**src/rtl/ksa_sub_if.sv**
```systemverilog
// Operand/result handshake bundle for the pipelined Kogge-Stone subtractor.
interface ksa_sub_if #(
  parameter int WIDTH = 32
);
  logic             in_valid;
  logic             in_ready;
  logic [WIDTH-1:0] a;
  logic [WIDTH-1:0] b;
  logic             bin;
  logic             out_valid;
  logic             out_ready;
  logic [WIDTH-1:0] diff;
  logic             bout;
  logic             ovf;
  logic             zero;

  modport master (
    output in_valid, a, b, bin, out_ready,
    input  in_ready, out_valid, diff, bout, ovf, zero
  );

  modport slave (
    input  in_valid, a, b, bin, out_ready,
    output in_ready, out_valid, diff, bout, ovf, zero
  );
endinterface

```
**src/rtl/ksa_sub_pipe.sv**
```systemverilog
// 3-stage pipelined Kogge-Stone subtractor: diff = a + ~b + ~bin.
// Prefix levels are split across S2/S3; one global enable stalls all stages.
module ksa_sub_pipe #(
  parameter int WIDTH = 32
) (
  input logic     clk,
  input logic     rst,
  ksa_sub_if.slave io
);
  localparam int LOG2W = $clog2(WIDTH);
  localparam int L1    = (LOG2W + 1) / 2;

  logic en;
  logic v1, v2, v3;

  logic [WIDTH-1:0] bb, p0, g0;

  logic [WIDTH-1:0] s1_p, s1_g;
  logic             s1_c0, s1_am, s1_bm;

  logic [WIDTH-1:0] s2_g, s2_p, s2_pp;
  logic             s2_c0, s2_am, s2_bm;

  logic [WIDTH-1:0] s3_diff;
  logic             s3_bout, s3_ovf, s3_zero;

  logic [WIDTH-1:0] tg [LOG2W+1];
  logic [WIDTH-1:0] tp [LOG2W+1];

  logic [WIDTH-1:0] c, sum;

  assign en          = io.out_ready | ~v3;
  assign io.in_ready = en;
  assign io.out_valid = v3;
  assign io.diff     = s3_diff;
  assign io.bout     = s3_bout;
  assign io.ovf      = s3_ovf;
  assign io.zero     = s3_zero;

  assign bb = ~io.b;
  assign p0 = io.a ^ bb;
  assign g0 = io.a & bb;

  assign tg[0] = s1_g;
  assign tp[0] = s1_p;

  // Bits below the stride have no partner and pass through as buffers.
  for (genvar k = 0; k < LOG2W; k++) begin : g_lvl
    localparam int S = 1 << k;
    localparam logic [WIDTH-1:0] LOW =
      (WIDTH'(1) << S) - WIDTH'(1);
    logic [WIDTH-1:0] gi, pi;
    if (k == L1) begin : g_cut
      assign gi = s2_g;
      assign pi = s2_p;
    end else begin : g_thru
      assign gi = tg[k];
      assign pi = tp[k];
    end
    assign tg[k+1] = gi | (pi & (gi << S));
    assign tp[k+1] = pi & ((pi << S) | LOW);
  end

  assign c   = tg[LOG2W] | (tp[LOG2W] & {WIDTH{s2_c0}});
  assign sum = s2_pp ^ {c[WIDTH-2:0], s2_c0};

  always_ff @(posedge clk or posedge rst) begin
    if (rst) begin
      v1      <= 1'b0;
      v2      <= 1'b0;
      v3      <= 1'b0;
      s1_p    <= '0;
      s1_g    <= '0;
      s1_c0   <= 1'b0;
      s1_am   <= 1'b0;
      s1_bm   <= 1'b0;
      s2_g    <= '0;
      s2_p    <= '0;
      s2_pp   <= '0;
      s2_c0   <= 1'b0;
      s2_am   <= 1'b0;
      s2_bm   <= 1'b0;
      s3_diff <= '0;
      s3_bout <= 1'b0;
      s3_ovf  <= 1'b0;
      s3_zero <= 1'b0;
    end else if (en) begin
      v1      <= io.in_valid;
      v2      <= v1;
      v3      <= v2;
      s1_p    <= p0;
      s1_g    <= g0;
      s1_c0   <= ~io.bin;
      s1_am   <= io.a[WIDTH-1];
      s1_bm   <= io.b[WIDTH-1];
      s2_g    <= tg[L1];
      s2_p    <= tp[L1];
      s2_pp   <= s1_p;
      s2_c0   <= s1_c0;
      s2_am   <= s1_am;
      s2_bm   <= s1_bm;
      s3_diff <= sum;
      s3_bout <= ~c[WIDTH-1];
      s3_ovf  <= (s2_am ^ s2_bm) & (sum[WIDTH-1] ^ s2_am);
      s3_zero <= ~|sum;
    end
  end
endmodule

```
**src/flat_wrapper.sv**
```systemverilog
// flat-port wrapper written by rule: the top's interface ports become plain ports
module ksa_sub_pipe_flat 
#(
  parameter int WIDTH = 32
)
  (clk, rst, io_in_valid, io_a, io_b, io_bin, io_out_ready, io_in_ready, io_out_valid, io_diff, io_bout, io_ovf, io_zero);
  ksa_sub_if #(.WIDTH(WIDTH)) io_i ();
  input logic clk;
  input logic rst;
  input wire logic [$bits(io_i.in_valid)-1:0] io_in_valid;
  input wire logic [$bits(io_i.a)-1:0] io_a;
  input wire logic [$bits(io_i.b)-1:0] io_b;
  input wire logic [$bits(io_i.bin)-1:0] io_bin;
  input wire logic [$bits(io_i.out_ready)-1:0] io_out_ready;
  output wire logic [$bits(io_i.in_ready)-1:0] io_in_ready;
  output wire logic [$bits(io_i.out_valid)-1:0] io_out_valid;
  output wire logic [$bits(io_i.diff)-1:0] io_diff;
  output wire logic [$bits(io_i.bout)-1:0] io_bout;
  output wire logic [$bits(io_i.ovf)-1:0] io_ovf;
  output wire logic [$bits(io_i.zero)-1:0] io_zero;
  assign io_i.in_valid = io_in_valid;
  assign io_i.a = io_a;
  assign io_i.b = io_b;
  assign io_i.bin = io_bin;
  assign io_i.out_ready = io_out_ready;
  assign io_in_ready = io_i.in_ready;
  assign io_out_valid = io_i.out_valid;
  assign io_diff = io_i.diff;
  assign io_bout = io_i.bout;
  assign io_ovf = io_i.ovf;
  assign io_zero = io_i.zero;
  ksa_sub_pipe #(.WIDTH(WIDTH)) u_core (.clk(clk), .rst(rst), .io(io_i));
endmodule
```
**config.mk**
```make
export PLATFORM = sky130hd
export DESIGN_NAME = ksa_sub_pipe_flat
export DESIGN_NICKNAME = d
export VERILOG_FILES = /design/src/rtl/ksa_sub_if.sv /design/src/rtl/ksa_sub_pipe.sv /design/src/flat_wrapper.sv
export SDC_FILE = /design/constraint.sdc
export NUM_CORES = 1
export LEC_CHECK = 0
export CORE_MARGIN = 1.5
export CORE_UTILIZATION = 39
export CTS_CLUSTER_DIAMETER = 50
export DETAILED_ROUTE_END_ITERATION = 6
export HOLD_SLACK_MARGIN = 0.06
export SLEW_MARGIN = 20
export SYNTH_ARGS = -nofsm -noshare
export SYNTH_HDL_FRONTEND = slang
export SYNTH_SLANG_ARGS = --single-unit
export TNS_END_PERCENT = 10
```
**constraint.sdc**
```tcl
create_clock -name clk -period 16.4 [get_ports clk]
set_input_delay 1.64 -clock clk [delete_from_list [all_inputs] [get_ports clk]]
set_output_delay 1.64 -clock clk [all_outputs]
set_load 0.1 [all_outputs]
```
After elaboration in Yosys (flattened, before gate mapping)

Cells that the tools add are included.

Bits of input ports: 69
Logic and storage cells: 48
Flip-flop bits (word level): 204
Output and inout bits: 37

Reduce and logical (&&, ||, !) cells: 2
Bitwise logic cells: 28

Operators with widths:

| cell                | count |
|---|---|
| bitwise AND 32 bit  | 12 |
| OR 32 bit           | 6 |
| bitwise XOR 32 bit  | 2 |
| NOT 32 bit          | 1 |
| OR reduction 32 bit | 1 |
| NOT 1 bit           | 3 |
| bitwise XOR 1 bit   | 2 |
| bitwise AND 1 bit   | 1 |
| zero test 1 bit     | 1 |
| OR 1 bit            | 1 |

Longest topological paths before layout

Gate-level depths: netlist of run 1.

Word-level depth: 8
Mapped depth: 7
Mapped depth without buffers: 7

Worst setup path after synthesis of run 1

OpenSTA, ideal clock, no wires.

Path type: in2out
Start point: input io_out_ready
End point: output io_in_ready
Path buffers: 2
Stages: 4
Arrival: 3.066 ns
Data required time: 14.760 ns
Setup slack: 11.694 ns
Cell sequence: nor2b_1 inv_1 clkbuf_1 clkbuf_1

Cells in the longest elaborated chain, start to end: 1

RTL lines:

| element         | RTL line           | RTL |
|---|---|---|
| start, declared | flat_wrapper.sv:14 | `input wire logic [$bits(io_i.out_ready)-1:0] io_out_ready;` |
| OR 1 bit        | ksa_sub_pipe.sv:32 | `assign en = io.out_ready \| ~v3;` |
| end, declared   | flat_wrapper.sv:15 | `output wire logic [$bits(io_i.in_ready)-1:0] io_in_ready;` |

Every way passes these cells.

Final worst setup path of run 1

Same ends and word-level chain as after synthesis.

==> results of run 1 <==
state kept, by name, summed over array words and instances, names as in the netlist, 32 cells and up:
register and cells:
u_core.io.diff 32, u_core.s2_pp 32, u_core.g_lvl.pi 63, u_core.g_lvl.gi 64
worst paths after layout:
path | startpoint | end | slack, ps | cells after the start
setup / recovery | io_out_ready | io_in_ready | 10280 | 5
hold / removal | u_core.g_lvl[3].gi[31] | u_core.io.bout | 460 | 1
setup reg to reg | u_core.io.out_valid | u_core.g_lvl[3].gi[14] | 13080 | 7
hold reg to reg | u_core.g_lvl[3].gi[31] | u_core.io.bout | 460 | 1
max in group asynchronous | rst | u_core.g_lvl[0].gi[30] | 13520 | 3
min in group asynchronous | rst | u_core.io.diff[3] | 1690 | 2
critical path, cell delays in order:
cell and delay (ps):
clkdlybuf4s50_1 450, nor2b_4 140, buf_12 630, inv_4 470, clkdlybuf4s50_1 1100
stage by stage:
step	instances	power (mW)	worst slack [ps]	utilization, %
CTS	1517	2.30	10220	48.5
global placement	1474	1.71	10210	44.9
floorplan	1094	1.45	9220	-
detailed placement	1474	1.72	10220	44.9
global route	1517	2.41	10060	48.5
finish	1517	2.28	10280	48.5
layout by cell type, fill, tap and decap left out, types with 7 or more instances in the layout:
master,instances
dfrtp_1,203
nor2_1,61
o21bai_1,16
o21ai_0,72
xor2_1,14
nand4_1,12
ha_1,33
inv_1,49
nor3_1,10
a32o_1,7
xnor2_1,13
clkbuf_16,25
a22o_1,7
nand2_1,391
a21oi_1,67
o211ai_1,8
clkdlybuf4s50_1,105
layout make-up:
class / count / area, µm² / area share (%)
well taps: 324 / 405 / 3.46
clock buffers: 33 / 716 / 6.10
clock inverters: 10 / 149 / 1.27
inverters: 51 / 201 / 1.72
multi-input cells: 788 / 4090 / 34.8
repair buffers: 108 / 1090 / 9.29
flip-flops and latches: 203 / 5080 / 43.3
power by group through the flow:
stage | clock network (mW) | registers, mW | logic [mW]
after floorplan | 0 | 1.07 | 0.380
after global placement | 0 | 0.808 | 0.898
after detailed placement | 0 | 0.814 | 0.906
after CTS | 0.580 | 0.806 | 0.910
after global routing | 0.600 | 0.831 | 0.980
final | 0.568 | 0.806 | 0.904
cells by family (layout without fill, tap and decap cells):
logic type,after synthesis,count (layout),synth area share [%]
compound gates,221,221,14.3
simple gates,504,504,21.3
fa+ha+maj,33,33,4.33
mux,3,3,0.354
buf+inv,103,202,4.06
flops,203,203,53.2
xor+xnor,27,27,2.48
per-layer routing:
metal / part of all wire [%] / up-vias
li1: - / 3806
met1: 52 / 3575
met2: 42 / 176
met3: 5.0 / 20
met4: 1.2 / 0
met5: 0 / -
==> results.toml, run 1 <==
[route]
drc = 0
viasPerCell = 4.99
dr.pass1.iters = 5
postRouteAntennaNets = 0
wl_per_cell_um = 15.4
drt_iter0_drc = 538
wirelength_mm = 23.3
vias = 7577

[setup_path]
cp-end-kind = "primary output"
cp-start-kind = "input pin"
crit_required_ps = 14760
critical_path_class = "input pin to primary output"
cp.arrival_ps = 4480
cp_max_fo = 219

[timing]
finalSetupTns_ps = 0
finalMaxSlewViolations = 0
timing.final.crit_share_pct = 37.3
hold_ws_ps = 456
slew_headroom_pct = 34.9
fmax_ghz = 0.163
layout_min_cycle_time_ps = 6120
worst_pin_slew_ps = 974
skew_ps = 6.75
setup_viol = 0
report.final.hold_viol_count = 0
rsz0062_at_grt = "false"

[yosys]
ys_types = 51
async_flop_share_pct = 100
synth_fp_nets = 1196
synth_top_cell_area_share_pct = 53.2
ys_top_cells_by_count = "nand2_1, dfrtp_1, o21ai_0, a21oi_1, nor2_1"
syn_inst = 1094
synth_area_um2 = 9550
synth_area_leaders = "dfrtp_1, nand2_1, ha_1, o21ai_0, a21oi_1"
yosysTopAreaCell = "dfrtp_1"
synth-seq-cells = 203
syn_area_per_cell_um2 = 8.73
yosysMostFrequentCell = "nand2_1"
synth_edf_count = 0
ys.flop_type = "dfrtp_1"
yosys_warnings = 0
synth_seq_area_share_pct = 53.2

[power_and_ir_drop]
seqPwrFrac_pct = 35.4
power_density_nw_per_um2 = 194
combPwrFrac_pct = 39.7
switching_share_pct = 44.5
p_int_mw = 1.26
switching_power_mw = 1.01
peakVddDrop_mv = 0.158
p_leak_nw = 5.55
pwr-share-clk_pct = 24.9

[floorplan]
die_h_um = 159
ios = 106
core_area_um2 = 24200
die_w_um = 159
die-area_um2 = 25400
start_util_pct = 39.5
fp-row-count = 57

[cts]
numClockSinks = 203
clk_latency_ps = 510
clockBufferDepth = 3
numCtsBuffers = 24
post_cts_buffers = 0
cts_tree = "yes"
clockRootBuffer = "clkbuf_16"
cts_hold_buf = 0
h-tree-depth = 1
cts_resized = 0
clk_pin_slew_ps = 60

[global_route]
grt_max_degree = 220
met3_usage_pct = 2.21
track_usage_pct = 18.9
busiest_layer = "met1"
antenna_found_initial = 0
grt_overflow_total = 0
use_met1_pct = 29.8
grt_use_met2_pct = 27.7
grt_pass1_vias = 7413
grt_pass1_wl_mm = 39.2

[worst_hold_path]
hold_path.class = "flip-flop to flip-flop"

[final_layout]
synthToLayoutAreaGrowth_pct = 22.8
diodes = 0
fill_cells = 2355
nets = 1278
design_area_um2 = 11700
drive_above_1_share_pct = 4.61

[placed_design]
gp_congestion = 0.800
port-buffer-count = 105
place_hpwl_mm = 16.1
post_dp_cell_area_um2 = 10900

[run_status]
outcome = "finished, final reports clean"

[flow_run]
maxCapViolCount = 0
(Power assumes the default switching activity.)
==> run 2, diff against run 1 <==
==> constraint.sdc (replaced) <==
create_clock -name clk -period 5.65 [get_ports clk]
set_input_delay 0.565 -clock clk [delete_from_list [all_inputs] [get_ports clk]]
set_output_delay 0.565 -clock clk [all_outputs]
set_load 0.1 [all_outputs]
==> run 2 against run 1 <==
Net effect: utilization decreased by 0.46 points; sequential power increased to 2.9 times the previous value; critical path depth shrank 1; wire length increased by 0.36%; register-to-register slack lost 10000 ps; clock power rose to 2.5 times the previous value; sequential share of layout area increased by 0.41 points; final cell count about the same; global-route usage shrank 0.20 points; clock skew grew 3.7 ps.
==> results.toml, run 2 (same netlist as run 1, synthesis figures left out) <==
[setup_path]
r2r_setup_slack_ps = 3090
cp-start-kind = "input pin"
cp-endpoint = "io_in_ready"
critical_path_class = "input pin to primary output"
cp.arrival_ps = 2610
crit_required_ps = 5090
reg2reg_depth = 6
crit_path_start = "io_out_ready"
r2r-start = "u_core.s2_c0"
cp-end-kind = "primary output"
reg2reg_to = "u_core.io.zero"
cp_max_fo = 28

[floorplan]
core_area_um2 = 24200
ios = 106
start_util_pct = 39.5
die_w_um = 159
die_h_um = 159
fp-row-count = 57
die-area_um2 = 25400

[timing]
layout_min_cycle_time_ps = 3180
rsz0062_at_grt = "false"
timing.final.crit_share_pct = 56.2
setup_viol = 0
worst_pin_slew_ps = 990
fmax_ghz = 0.315
skew_ps = 10.5
slew_headroom_pct = 33.8
finalMaxSlewViolations = 0
finalSetupTns_ps = 0
report.final.hold_viol_count = 0

[flow_run]
maxCapViolCount = 0

[route]
vias = 7581
drc = 0
dr_wl_met3_mm = 1.25
met2_wirelength_mm = 9.78
drt_iter0_drc = 569
dr.pass1.iters = 5
viasPerCell = 5.00
postRouteAntennaNets = 0
wirelength_mm = 23.4
met1_length_mm = 12.1
routed.top_layer = "met4"
wl_per_cell_um = 15.4

[cts]
post_cts_buffers = 0
cts_resized = 0
h-tree-depth = 1
clk_pin_slew_ps = 60
numCtsBuffers = 23
clockBufferDepth = 3
cts_hold_buf = 0
clk_latency_ps = 500
clockRootBuffer = "clkbuf_16"
numClockSinks = 203
cts_tree = "yes"

[final_layout]
final_common_cell = "nand2_1"
drive_above_1_share_pct = 4.61
most-common-layout-cells = "nand2_1, dfrtp_1, clkdlybuf4s50_1, o21ai_0, a21oi_1"
nets = 1279
largest_reg_flops = 64
synthToLayoutAreaGrowth_pct = 21.7
design_area_um2 = 11600
final_cells = 1516
diodes = 0
utilization_pct = 48.0

[placed_design]
place_hpwl_mm = 16.6
gp_congestion = 0.812
post_dp_cell_area_um2 = 10900
dp_cells = 1476
port-buffer-count = 105

[global_route]
grt_overflow_total = 0
grt_pass1_wl_mm = 38.8
track_usage_pct = 18.7
grt_pass1_vias = 7348
grt_max_degree = 219
antenna_found_initial = 0

[worst_hold_path]
hold_path.class = "flip-flop to flip-flop"

[run_status]
outcome = "finished, final reports clean"

[power_and_ir_drop]
total_power_mw = 6.40
p_leak_nw = 5.49
power_density_nw_per_um2 = 551
peakVddDrop_mv = 0.591
run 2: cell types whose count changed in the layout (fill, tap and decap cells not counted), moves of 2 or more:
cell,before,now
clkbuf_16,25,23
clkinv_2,1,5
clkinvlp_4,1,5
inv_6,2,0
clkbuf_8,6,3
bufinv_16,3,1
buf_4,1,3
run 2: final cells by class:
class                           count  area (µm²)
Fill cell                        2365       12600
Inverter                           51         198
Multi-Input combinational cell    788        4090
Sequential cell                   203        5080
Clock inverter                     13         114
Timing Repair Buffer              110        1110
Tap cell                          324         405
Clock buffer                       27         621
run 2: how the worst min path moves through the flow:
stage / from / endpoint / slack (ps) / depth (start not counted)
detailed placement: u_core.v2 / u_core.v2 / 450 / 2
finish: u_core.g_lvl[3].gi[31] / u_core.io.bout / 460 / 1
CTS: u_core.g_lvl[3].gi[31] / u_core.io.bout / 460 / 1
global placement: u_core.v2 / u_core.v2 / 440 / 2
global route: u_core.g_lvl[3].gi[31] / u_core.io.bout / 480 / 1
floorplan: u_core.v2 / u_core.v2 / 430 / 2
run 2: through the flow:
stage | hold slack (ps) | worst slack, ps
final | 456 | 2470
after global routing | 478 | 2400
after CTS | 463 | 2440
after detailed placement | 453 | 2450
after global placement | 445 | 2470
after floorplan | 430 | 2450
run 2: metal layers:
metal	vias to the layer above	track usage, %
li1	3806	-
met1	3553	29.4
met2	200	27.6
met3	22	2.42
met4	0	3.26
met5	-	0
run 2: power by group:
group | total, mW | internal (mW) | switching [mW] | leakage [nW]
sequential | 2.34 | 1.90 | 0.442 | 2.54
combinational | 2.62 | 0.742 | 1.88 | 2.60
clock | 1.44 | 0.836 | 0.600 | 0.355
run 2: worst max-delay path, cell delays in order:
cell and delay [ps]:
clkdlybuf4s50_1 510, nor2b_4 70, inv_4 250, clkdlybuf4s50_1 1210
